### src/rtl/divu_seq.sv
// Iterative restoring divider: signed/unsigned, full/word mode, with remainder.
// Define DIVU_SEQ_EARLY_OUT_EN to skip CALC when |dividend| < |divisor|.
module divu_seq #(
   parameter int WIDTH  = 64,
   parameter int WORD_W = 32
) (
   input  logic             clk,
   input  logic             reset,
   input  logic             flush,
   input  logic             in_valid,
   output logic             in_ready,
   input  logic [WIDTH-1:0] srca,
   input  logic [WIDTH-1:0] srcb,
   input  logic             is_signed,
   input  logic             is_word,
   output logic             out_valid,
   input  logic             out_ready,
   output logic [WIDTH-1:0] quotient,
   output logic [WIDTH-1:0] rem,
   output logic             busy
);

   localparam int CW = $clog2(WIDTH + 1);

   localparam logic [WIDTH-1:0] WMASK =
      {{(WIDTH-WORD_W){1'b0}}, {WORD_W{1'b1}}};
   localparam logic [WIDTH-1:0] WMIN =
      {{(WIDTH-WORD_W){1'b0}}, 1'b1, {(WORD_W-1){1'b0}}};
   localparam logic [WIDTH-1:0] FMIN =
      {1'b1, {(WIDTH-1){1'b0}}};

   typedef enum logic [1:0] {
      IDLE,
      CALC,
      FIXUP,
      DONE
   } state_t;

   state_t state, state_n;

   logic [WIDTH-1:0] a_q;
   logic [WIDTH-1:0] b_q;
   logic [WIDTH-1:0] r_q;
   logic [WIDTH-1:0] q_q;
   logic [CW-1:0]    cnt_q;
   logic             word_q;
   logic             sign_q;
   logic             sign_r;

   logic [WIDTH-1:0] nmask;
   logic [WIDTH-1:0] opa;
   logic [WIDTH-1:0] opb;
   logic [WIDTH-1:0] maga;
   logic [WIDTH-1:0] magb;
   logic             sa;
   logic             sb;
   logic             b_zero;
   logic             ovf;
   logic             early;
   logic             accept;

   logic [WIDTH:0]   r_sh;
   logic [WIDTH-1:0] r_sub;
   logic             r_ge;
   logic [CW-1:0]    cnt_last;
   logic [WIDTH-1:0] q_fix;
   logic [WIDTH-1:0] r_fix;

   function automatic logic [WIDTH-1:0] sext(
      input logic [WIDTH-1:0] x,
      input logic             w
   );
      if (w)
         return {{(WIDTH-WORD_W){x[WORD_W-1]}}, x[WORD_W-1:0]};
      return x;
   endfunction

   assign in_ready  = (state == IDLE);
   assign busy      = (state != IDLE);
   assign out_valid = (state == DONE);
   assign accept    = in_ready & in_valid & ~flush;

   // Operand selection, magnitudes and special-case detection at accept
   always_comb begin
      nmask  = is_word ? WMASK : '1;
      opa    = srca & nmask;
      opb    = srcb & nmask;
      sa     = is_signed & (is_word ? srca[WORD_W-1] : srca[WIDTH-1]);
      sb     = is_signed & (is_word ? srcb[WORD_W-1] : srcb[WIDTH-1]);
      maga   = (sa ? -opa : opa) & nmask;
      magb   = (sb ? -opb : opb) & nmask;
      b_zero = (opb == '0);
      ovf    = is_signed
             & (opa == (is_word ? WMIN : FMIN))
             & (opb == nmask);
      early  = 1'b0;
`ifdef DIVU_SEQ_EARLY_OUT_EN
      early  = ~sa & ~b_zero & (maga < magb);
`endif
   end

   // Restoring step: N+1-bit compare keeps the shifted remainder exact
   always_comb begin
      r_sh     = {r_q, a_q[WIDTH-1]};
      r_ge     = (r_sh >= {1'b0, b_q});
      r_sub    = r_sh[WIDTH-1:0] - b_q;
      cnt_last = word_q ? CW'(WORD_W - 1) : CW'(WIDTH - 1);
      q_fix    = sign_q ? -q_q : q_q;
      r_fix    = sign_r ? -r_q : r_q;
   end

   always_comb begin
      state_n = state;
      if (flush) begin
         state_n = IDLE;
      end else begin
         unique case (state)
            IDLE: begin
               if (in_valid) begin
                  if (b_zero | ovf)
                     state_n = DONE;
                  else if (early)
                     state_n = FIXUP;
                  else
                     state_n = CALC;
               end
            end
            CALC: begin
               if (cnt_q == cnt_last)
                  state_n = FIXUP;
            end
            FIXUP: state_n = DONE;
            DONE: begin
               if (out_ready)
                  state_n = IDLE;
            end
            default: state_n = IDLE;
         endcase
      end
   end

   always_ff @(posedge clk) begin
      if (reset)
         state <= IDLE;
      else
         state <= state_n;
   end

   always_ff @(posedge clk) begin
      if (reset) begin
         a_q      <= '0;
         b_q      <= '0;
         r_q      <= '0;
         q_q      <= '0;
         cnt_q    <= '0;
         word_q   <= 1'b0;
         sign_q   <= 1'b0;
         sign_r   <= 1'b0;
         quotient <= '0;
         rem      <= '0;
      end else begin
         if (accept) begin
            word_q <= is_word;
            sign_q <= sa ^ sb;
            sign_r <= sa;
            b_q    <= magb;
            q_q    <= '0;
            r_q    <= '0;
            cnt_q  <= '0;
            // Word dividend is left-aligned so CALC always takes the MSB
            a_q    <= is_word ? (maga << (WIDTH - WORD_W)) : maga;
            if (b_zero) begin
               quotient <= sext(nmask, is_word);
               rem      <= sext(opa, is_word);
            end else if (ovf) begin
               quotient <= sext(opa, is_word);
               rem      <= '0;
            end else if (early) begin
               r_q      <= maga;
            end
         end
         if (state == CALC) begin
            a_q   <= a_q << 1;
            q_q   <= {q_q[WIDTH-2:0], r_ge};
            r_q   <= r_ge ? r_sub : r_sh[WIDTH-1:0];
            cnt_q <= cnt_q + CW'(1);
         end
         if (state == FIXUP && !flush) begin
            quotient <= sext(q_fix, word_q);
            rem      <= sext(r_fix, word_q);
         end
      end
   end

endmodule

### config.mk
export PLATFORM = sky130hd
export DESIGN_NAME = divu_seq
export DESIGN_NICKNAME = d
export VERILOG_FILES = /design/src/rtl/divu_seq.sv
export SDC_FILE = /design/constraint.sdc
export NUM_CORES = 1
export LEC_CHECK = 0
export ABC_AREA = 1
export BUFFER_PORTS_ARGS = -buffer_cell sky130_fd_sc_hd__buf_2
export CAP_MARGIN = 5
export CORE_MARGIN = 2
export CORE_UTILIZATION = 30
export DETAILED_ROUTE_END_ITERATION = 10
export SYNTH_ARGS = -nofsm -noshare
export SYNTH_HDL_FRONTEND = slang
export SYNTH_SLANG_ARGS = --single-unit
### constraint.sdc
create_clock -name clk -period 2.4 [get_ports clk]
set_input_delay 0.6 -clock clk [delete_from_list [all_inputs] [get_ports clk]]
set_output_delay 0.6 -clock clk [all_outputs]
set_load 0.02 [all_outputs]
# == After elaboration in Yosys (flattened, before gate mapping) ==
# Index checks and enable logic that the tools add are counted.
# classes
n_addsub,6
order_cmp,1
n_eq_ne,9
mux,51
n_bitwise,13
reduce_logical,12
# ops
operator,count
64-bit two-way mux,30
64-bit bitwise AND,4
64-bit negator,4
64-bit == test,2
65-bit by 64-bit greater-or-equal comparator with 1-bit output,1
64-bit logical NOT,1
64-bit subtractor,1
7-bit two-way mux,2
1-bit two-way mux,13
2-bit two-way mux,4
2-bit one-hot mux with 4 select lines,1
"7-bit by 1-bit adder with 7-bit output, second input constant",1
7-bit by 6-bit == test with 1-bit output,1
1-bit bitwise AND,6
6-bit two-way mux,1
2-bit nonzero test,3
"2-bit == test, second input constant",2
"2-bit != test, second input constant",2
2-bit OR reduction,2
3-bit AND reduction,1
3-bit nonzero test,1
"2-bit by 1-bit == test with 1-bit output, second input constant",1
2-bit logical NOT,1
"2-bit by 1-bit != test with 1-bit output, second input constant",1
6 further kinds,6
# word_totals
reg_bits,396
input_bits,135
out_inout_bits,131
word_cells,104

# == Depth between registers and ports, before layout ==
# Gate-level depths: netlist of the first run.
# logic_depth
ltp_word,14
ltp_mapped,19
mapped_depth_nobuf,18

# == Least setup slack after synthesis of the first run ==
# OpenSTA, ideal clock, no wires.
# synth_path
kind,register to register
start,reg state[0]
end,reg a_q[47]
setup_time_ns,0.128
t_arrival_ns,2.250
required_ns,2.272
setup_slack_ns,0.023
stages_incl_launch_ff,12
n_path_buf,2
period_less_slack_ns,2.377
cell_sequence,dfxtp_1 -> inv_1 -> ha_1 -> inv_2 -> nor3_2 -> clkbuf_1 -> nor2_1 -> inv_1 -> clkbuf_1 -> o22ai_1 -> a31oi_1 -> nor2_1
# synth_between
elab_chain_cells,4
word_cells_on_any_way,6
cone_classes,1 x eq/ne; 1 x mux; 2 x bitwise; 2 x reduce/logical
# synth_rtl
item,line_no,source
"start, declared",39,"state_t state, state_n;"
"start signal, assigned",146,state <= state_n;
2-bit logical NOT,78,assign in_ready = (state == IDLE);
net in_ready,11,"output logic in_ready,"
1-bit bitwise AND (2 in series),81,assign accept = in_ready & in_valid & ~flush;
2-bit nonzero test (no source line),-,
"end signal, assigned",171,a_q <= is_word ? (maga << (WIDTH - WORD_W)) : maga;
"end signal, assigned",183,a_q <= a_q << 1;
"end, declared",41,logic [WIDTH-1:0] a_q;
# The timed path passes the listed nets, and every way through them passes these cells.
# A chain may end at the register's enable or synchronous reset.

# == Final worst setup path of the first run ==
# layout_path
start,reg b_q[44]
end,reg r_q[13]
# layout_between
elab_chain_cells,3
# layout_rtl
item,line_no,source
"start, declared",42,logic [WIDTH-1:0] b_q;
"start signal, assigned",166,b_q <= magb;
65-bit by 64-bit greater-or-equal comparator with 1-bit output,105,"r_ge = (r_sh >= {1'b0, b_q});"
64-bit two-way mux,185,r_q <= r_ge ? r_sub : r_sh[WIDTH-1:0];
64-bit two-way mux,182,if (state == CALC) begin
"end signal, assigned",179,r_q <= maga;
"end signal, assigned",185,
"end, declared",43,logic [WIDTH-1:0] r_q;
# Every way passes these cells.

==> flow_summary.json, run 1 <==
{
  "powerDensity_nw_per_um2": 1545,
  "start_kind": "flop",
  "drc": 0,
  "drv_slew": 0,
  "wl_per_cell_um": 20.27,
  "synth_area_leaders": "dfxtp_1 24%, nand2_1 24%, inv_1 8.9%, nand3_1 7.9%, nor2_1 7.6%",
  "clk_pin_slew_ns": 0.07,
  "hold_path.class": "in2reg",
  "synth_area_per_cell_sq_um": 5.488,
  "cts_buffer_depth": 3,
  "ys_ff_latch": 396,
  "cts_tree": "done",
  "ys_types": 50,
  "synth_edf_count": 0,
  "tightestPinTransition_ns": 0.8466,
  "grt_max_degree": 129,
  "chipHeight_um": 337.0,
  "grt_use_met3": 0.04923,
  "design_area_sq_um": 50330,
  "r2r_end": "r_q[13]",
  "core-area_sq_um": 110400,
  "grt_pass1_wl_mm": 258.0,
  "finalSetupViolCount": 60,
  "ctsHoldBuffers": 0,
  "syn_area_sq_um": 33260,
  "cp.arrival_ns": 3.01,
  "cts-root-buf": "clkbuf_16",
  "rsz0062_at_grt": "true",
  "drtIter0Drc": 4707,
  "busiest_layer": "met2",
  "worstReg2RegStart": "b_q[44]",
  "use_met2": 0.4872,
  "holdPathStages": 3,
  "cts_buffers": 48,
  "grt_usage": 0.3021,
  "min_to": "state[1]",
  "dr.pass1.iters": 7,
  "drive_gt1_frac": 0.3215,
  "portBuffers": 265,
  "crit_type": "reg2reg",
  "ir_drop_v": 0.001593,
  "relSlewSlack": 0.4297,
  "insertion_delay_ns": 0.67,
  "clock_sinks": 396,
  "yosysTopAreaCellShare": 0.2384,
  "synth-async-reset-ratio": 0,
  "post-route-min-period_ns": 2.493,
  "power_leakage_nw": 25.35,
  "ioPinCount": 266,
  "ant_nets": 0,
  "hold_viol_final": 0,
  "r2r_slack_ns": -0.09,
  "area_growth_pct": 51.32,
  "first_global_vias": 41790,
  "drt-total-wl_mm": 179.6,
  "antenna_found_initial": 3,
  "postPlaceCellArea_sq_um": 44370,
  "final.period_utilization": 1.039,
  "yosys.area.top_type": "dfxtp_1",
  "p_total_mw": 77.75,
  "skew_ns": 0.02011,
  "die_w_um": 337.0,
  "cp_max_fo": 5,
  "fin_ws_ns": -0.09301,
  "layout.nets": 7542,
  "reg2reg_depth": 18,
  "dieArea_sq_um": 113500,
  "antenna_cells": 0,
  "ys_seq_area_frac": 0.2384,
  "yosysWarnings": 0,
  "syn_inst": 6060,
  "violations": "negative setup slack",
  "yosysMostFrequentCell": "nand2_1",
  "ys_top_cells_by_count": "2100 x nand2_1, 792 x inv_1, 676 x nor2_1, 524 x nand3_1, 433 x a21oi_1",
  "status": "finished with violations",
  "groute.layer.met1.usage": 0.3909,
  "endpoint_kind": "flop",
  "via_count": 45200,
  "grt-ovfl-total": 0,
  "synth_flop_cell": "dfxtp_1",
  "place_ws_ns": -0.6260,
  "via_per_inst": 5.103,
  "cap_violations": 0,
  "timing.fmax_mhz": 401.1,
  "min_from": "flush",
  "fp-row-count": 122,
  "worstPathRequired_ns": 2.91,
  "htreeDepth": 2,
  "gp_congestion": 1.021,
  "initial_utilization": 0.3014,
  "hpwl_mm": 143.8,
  "synth_fp_nets": 6270
}
## layout by cell type, fill, tap and decap left out, types with 9 or more instances in the layout
cell / netlist / routed
buf_6: 13 / 35
o21ai_0: 290 / 279
dfxtp_2: 0 / 84
o22ai_1: 39 / 39
o31ai_1: 11 / 10
buf_2: 45 / 264
inv_1: 792 / 716
xnor2_1: 41 / 35
nand2_4: 0 / 38
nand3_2: 0 / 81
o211ai_1: 19 / 19
buf_4: 7 / 1098
inv_2: 19 / 83
ha_4: 0 / 64
nor4_1: 17 / 10
nand4_1: 98 / 98
clkbuf_16: 0 / 60
nor2_4: 0 / 40
or2_2: 10 / 10
ha_1: 74 / 9
buf_12: 0 / 50
a21oi_2: 0 / 52
nand3b_1: 31 / 31
a31oi_1: 36 / 36
dfxtp_1: 396 / 303
xor2_1: 49 / 49
nor3_1: 49 / 42
dfxtp_4: 0 / 9
clkinv_2: 0 / 10
a21oi_1: 433 / 379
nand3_4: 0 / 13
nand3_1: 524 / 430
nor2_1: 676 / 570
nand2_2: 11 / 200
nor3_2: 22 / 27
nand2_1: 2100 / 1872
o21ai_1: 15 / 25
nor2_2: 11 / 77
## critical path, stage by stage (launching register included)
cell,delay [ns]
dfxtp_2,0.35
inv_2,0.06
ha_4,0.28
nand2_2,0.08
nor2_4,0.13
inv_2,0.05
nor2_4,0.10
nand2_2,0.08
nor2_4,0.13
nand3b_1,0.20
nand3_4,0.13
nor2_4,0.05
nand2_4,0.10
buf_12,0.13
buf_12,0.14
buf_8,0.13
nand2_2,0.05
nand3_2,0.06
a21oi_1,0.08
## registers in the layout, indices dropped and copies added, names as in the netlist, 2 cells and up
signal and cells:
b_q 64, r_q 64, cnt_q 7, quotient 64, rem 64, q_q 64, a_q 64, state 2
## area by class of cell
type / instances / area [sq um]
fill: 11620 / 60030
inverter: 811 / 3079
multi-input combinational: 4606 / 24200
clock inverter: 26 / 341.6
sequential: 396 / 8066
timing repair buffer: 1469 / 11450
tap: 1488 / 1862
clock buffer: 61 / 1331
## per-layer routing
layer	up-vias	share of wire	wire length, um
met5	-	0.00016	28
met4	4	0.058	10330
met3	378	0.085	15200
met2	2031	0.45	80030
met1	20960	0.41	73970
li1	21820	-	-
## where the power goes
part	total [mW]	switching, mW	internal [mW]	leakage, nW
combinational	61.9	35.0	26.9	21.3
clock	8.00	3.39	4.61	0.812
sequential	7.84	0.714	7.13	3.25
total	77.7	39.1	38.7	25.4
## logic make-up after synthesis
family / count (synthesis) / synth area share
adder cells (fa/ha/maj): 75 / 0.02844
AO/OA/AOI/OAI: 872 / 0.1395
AND/OR/NAND/NOR: 3568 / 0.4451
XOR/XNOR: 90 / 0.02370
flip-flops: 396 / 0.2384
buffers and inverters: 1059 / 0.1249
## timing repair
action,CTS,global route
gates resized for setup,464,447
gates cloned,4,13
pin swaps,101,154
buffers inserted,57,20
setup endpoints to repair,79,201
## how the worst max path moves through the flow
stage | from | end | slack [ns] | depth (start not counted)
6_report | b_q[44] | r_q[13] | -0.09 | 18
3_5_place_dp | is_word | quotient[50] | -0.63 | 17
4_1_cts | b_q[44] | r_q[30] | -0.05 | 17
3_3_place_gp | is_word | quotient[50] | -0.59 | 17
2_1_floorplan | state[0] | a_q[47] | 0.02 | 11
5_1_grt | r_q[33] | r_q[33] | -0.21 | 18
## metrics by stage
stage | TNS [ns] | std cells | hold WS [ns] | util
final | -2.259 | 8857 | 0.3198 | 0.4560
after global routing | -7.120 | 8857 | 0.3213 | 0.4560
after CTS | -0.7128 | 8827 | 0.2895 | 0.4383
after detailed placement | -113.07 | 8681 | 0.4510 | 0.4020
after global placement | -103.00 | 8681 | 0.4510 | 0.4020
after floorplan | 0 | 6060 | 0.4453 | -
Power figures use the tool's default switching activity.
==> inputs of run 2 (changes only) <==
--- a/config.mk
+++ b/config.mk
@@ -6,11 +6,11 @@
 export NUM_CORES = 1
 export LEC_CHECK = 0
 export ABC_AREA = 1
-export BUFFER_PORTS_ARGS = -buffer_cell sky130_fd_sc_hd__buf_2
 export CAP_MARGIN = 5
 export CORE_MARGIN = 2
 export CORE_UTILIZATION = 30
 export DETAILED_ROUTE_END_ITERATION = 10
+export DONT_BUFFER_PORTS = 1
 export SYNTH_ARGS = -nofsm -noshare
 export SYNTH_HDL_FRONTEND = slang
 export SYNTH_SLANG_ARGS = --single-unit
==> constraint.sdc (replaced) <==
create_clock -name clk -period 2.4 [get_ports clk]
set_input_delay 0.6 -clock clk [delete_from_list [all_inputs] [get_ports clk]]
set_output_delay 0.6 -clock clk [all_outputs]
set_load 0.1 [all_outputs]
==> run 2 against run 1 <==
  * The flow still finishes with violations (negative setup slack)
  * Critical path depth is the same
  * Die area is the same
  * Via count fell by 2.3%
  * Final area is 4.6% lower
  * Non-clock buffer count shrank 335
  * Clock skew increased by 0.0097 ns
  * Largest cell class unchanged
==> flow_summary.json, run 2 (synthesized netlist as in run 1, its figures left out) <==
{
  "cp-startpoint": "r_q[23]",
  "cts_buffer_depth": 3,
  "powerDensity_nw_per_um2": 1540,
  "cts_tree": "done",
  "antenna_found_initial": 10,
  "timing.fmax_mhz": 405.8,
  "fin_util": 0.4352,
  "fin_ws_ns": -0.06443,
  "core-area_sq_um": 110400,
  "area_growth_pct": 44.41,
  "final.period_utilization": 1.027,
  "cp.arrival_ns": 3.04,
  "power_leakage_nw": 23.71,
  "drtIter0Drc": 4757,
  "grt_pass1_wl_mm": 257.3,
  "rsz0062_at_grt": "true",
  "ant_nets": 0,
  "grt_max_degree": 291,
  "portBuffers": 0,
  "crit_type": "reg2reg",
  "worstPathRequired_ns": 2.97,
  "setup_tns_ns": -0.4123,
  "hold_ws_ns": 0.01663,
  "chipHeight_um": 337.0,
  "grt_usage": 0.3024,
  "gp_congestion": 1.022,
  "post-route-min-period_ns": 2.464,
  "drv_slew": 0,
  "hpwl_mm": 142.7,
  "dp_cells": 8357,
  "hold_viol_final": 0,
  "drc": 0,
  "clock_sinks": 396,
  "wl_per_cell_um": 20.99,
  "insertion_delay_ns": 0.68,
  "r2r_end": "r_q[29]",
  "worstReg2RegStart": "r_q[23]",
  "skew_ns": 0.02981,
  "via_per_inst": 5.179,
  "status": "finished with violations",
  "ioPinCount": 266,
  "fillerInstances": 11780,
  "htreeDepth": 2,
  "hold_path.class": "in2reg",
  "cp_max_fo": 8,
  "place_ws_ns": -0.5613,
  "relSlewSlack": 0.3293,
  "final_cell_mix": "1925 x nand2_1, 1070 x buf_4, 716 x inv_1",
  "finalSetupViolCount": 25,
  "endpoint_kind": "flop",
  "layout_commonest_cell": "nand2_1",
  "fp-row-count": 122,
  "tightestPinTransition_ns": 1.006,
  "reg2reg_depth": 18,
  "postPlaceCellArea_sq_um": 42490,
  "dieArea_sq_um": 113500,
  "cts_buffers": 49,
  "dr.pass1.iters": 7,
  "design_area_sq_um": 48030,
  "start_kind": "flop",
  "grt-ovfl-total": 0,
  "cts-root-buf": "clkbuf_16",
  "layout.nets": 7208,
  "initial_utilization": 0.3014,
  "die_w_um": 337.0,
  "clk_pin_slew_ns": 0.07,
  "r2r_slack_ns": -0.06,
  "via_count": 44180,
  "ir_drop_v": 0.001793,
  "first_global_vias": 40610,
  "p_total_mw": 73.96,
  "cap_violations": 0,
  "ctsHoldBuffers": 0,
  "violations": "negative setup slack",
  "fin_cells": 8531,
  "drt-total-wl_mm": 179.1,
  "endpoint": "r_q[29]",
  "drive_gt1_frac": 0.2782
}
## run 2: changes by cell type in the layout (fill, tap and decap cells not counted), sizes merged
| cell | previous run | this run |
|---|---|---|
| clkinv | 12 | 15 |
| buf | 1458 | 1127 |
| diode | 0 | 5 |
| clkbuf | 72 | 71 |
| clkinvlp | 5 | 6 |
| inv | 814 | 811 |
## run 2: power by group
| group | leakage [nW] | total, mW | internal, mW | switching (mW) |
|---|---|---|---|---|
| Clock | 0.828 | 8.13 | 4.66 | 3.47 |
| Combinational | 19.6 | 58.0 | 23.8 | 34.2 |
| Sequential | 3.24 | 7.85 | 7.12 | 0.731 |
| Total | 23.7 | 74.0 | 35.6 | 38.4 |
## run 2: worst min path at each step
stage	start	to	slack [ns]	depth (start not counted)
after detailed placement	q_q[28]	q_q[29]	0.46	2
after global placement	b_q[37]	b_q[37]	0.46	2
after global routing	reset	q_q[4]	-0.002	1
final	reset	q_q[6]	0.02	1
after floorplan	b_q[32]	b_q[32]	0.45	2
after CTS	reset	q_q[4]	0.006	1
## run 2: per-layer routing
metal / GRT usage / wire [um]
met3: 0.06148 / 16200
met4: 0.1528 / 10790
met2: 0.4840 / 78920
met1: 0.3843 / 73010
met5: 0 / 158
## run 2: worst max-delay path, cell delays in order, from the launching register on
cell and delay (ns):
dfxtp_4 0.37, ha_4 0.30, nand2_4 0.07, buf_4 0.14
inv_1 0.04, nand2_1 0.04, nand2_1 0.07, inv_1 0.05
nand2_2 0.10, nand2_2 0.06, nand2_2 0.07, inv_2 0.05
nand2_4 0.09, nand3_4 0.16, buf_12 0.20, clkbuf_16 0.18
nand3_2 0.09, nand3_2 0.09, a21oi_1 0.16
## run 2: cell type report
class                      count  area [sq um]  area share
antenna                        5         12.51   0.0002605
clock buffer                  64          1353     0.02816
clock inverter                27         362.8    0.007554
inverter                     811          3064     0.06380
multi-input combinational   4606         24030      0.5004
sequential                   396          8044      0.1675
tap                         1488          1862     0.03876
timing repair buffer        1134          9299      0.1936
## run 2: repair_timing
action                                  in CTS  in global routing
buffers inserted                            39                 29
endpoints found under the setup margin      73                156
cloned                                       8                  9
pin swaps                                   46                118
resized for setup                          250                544
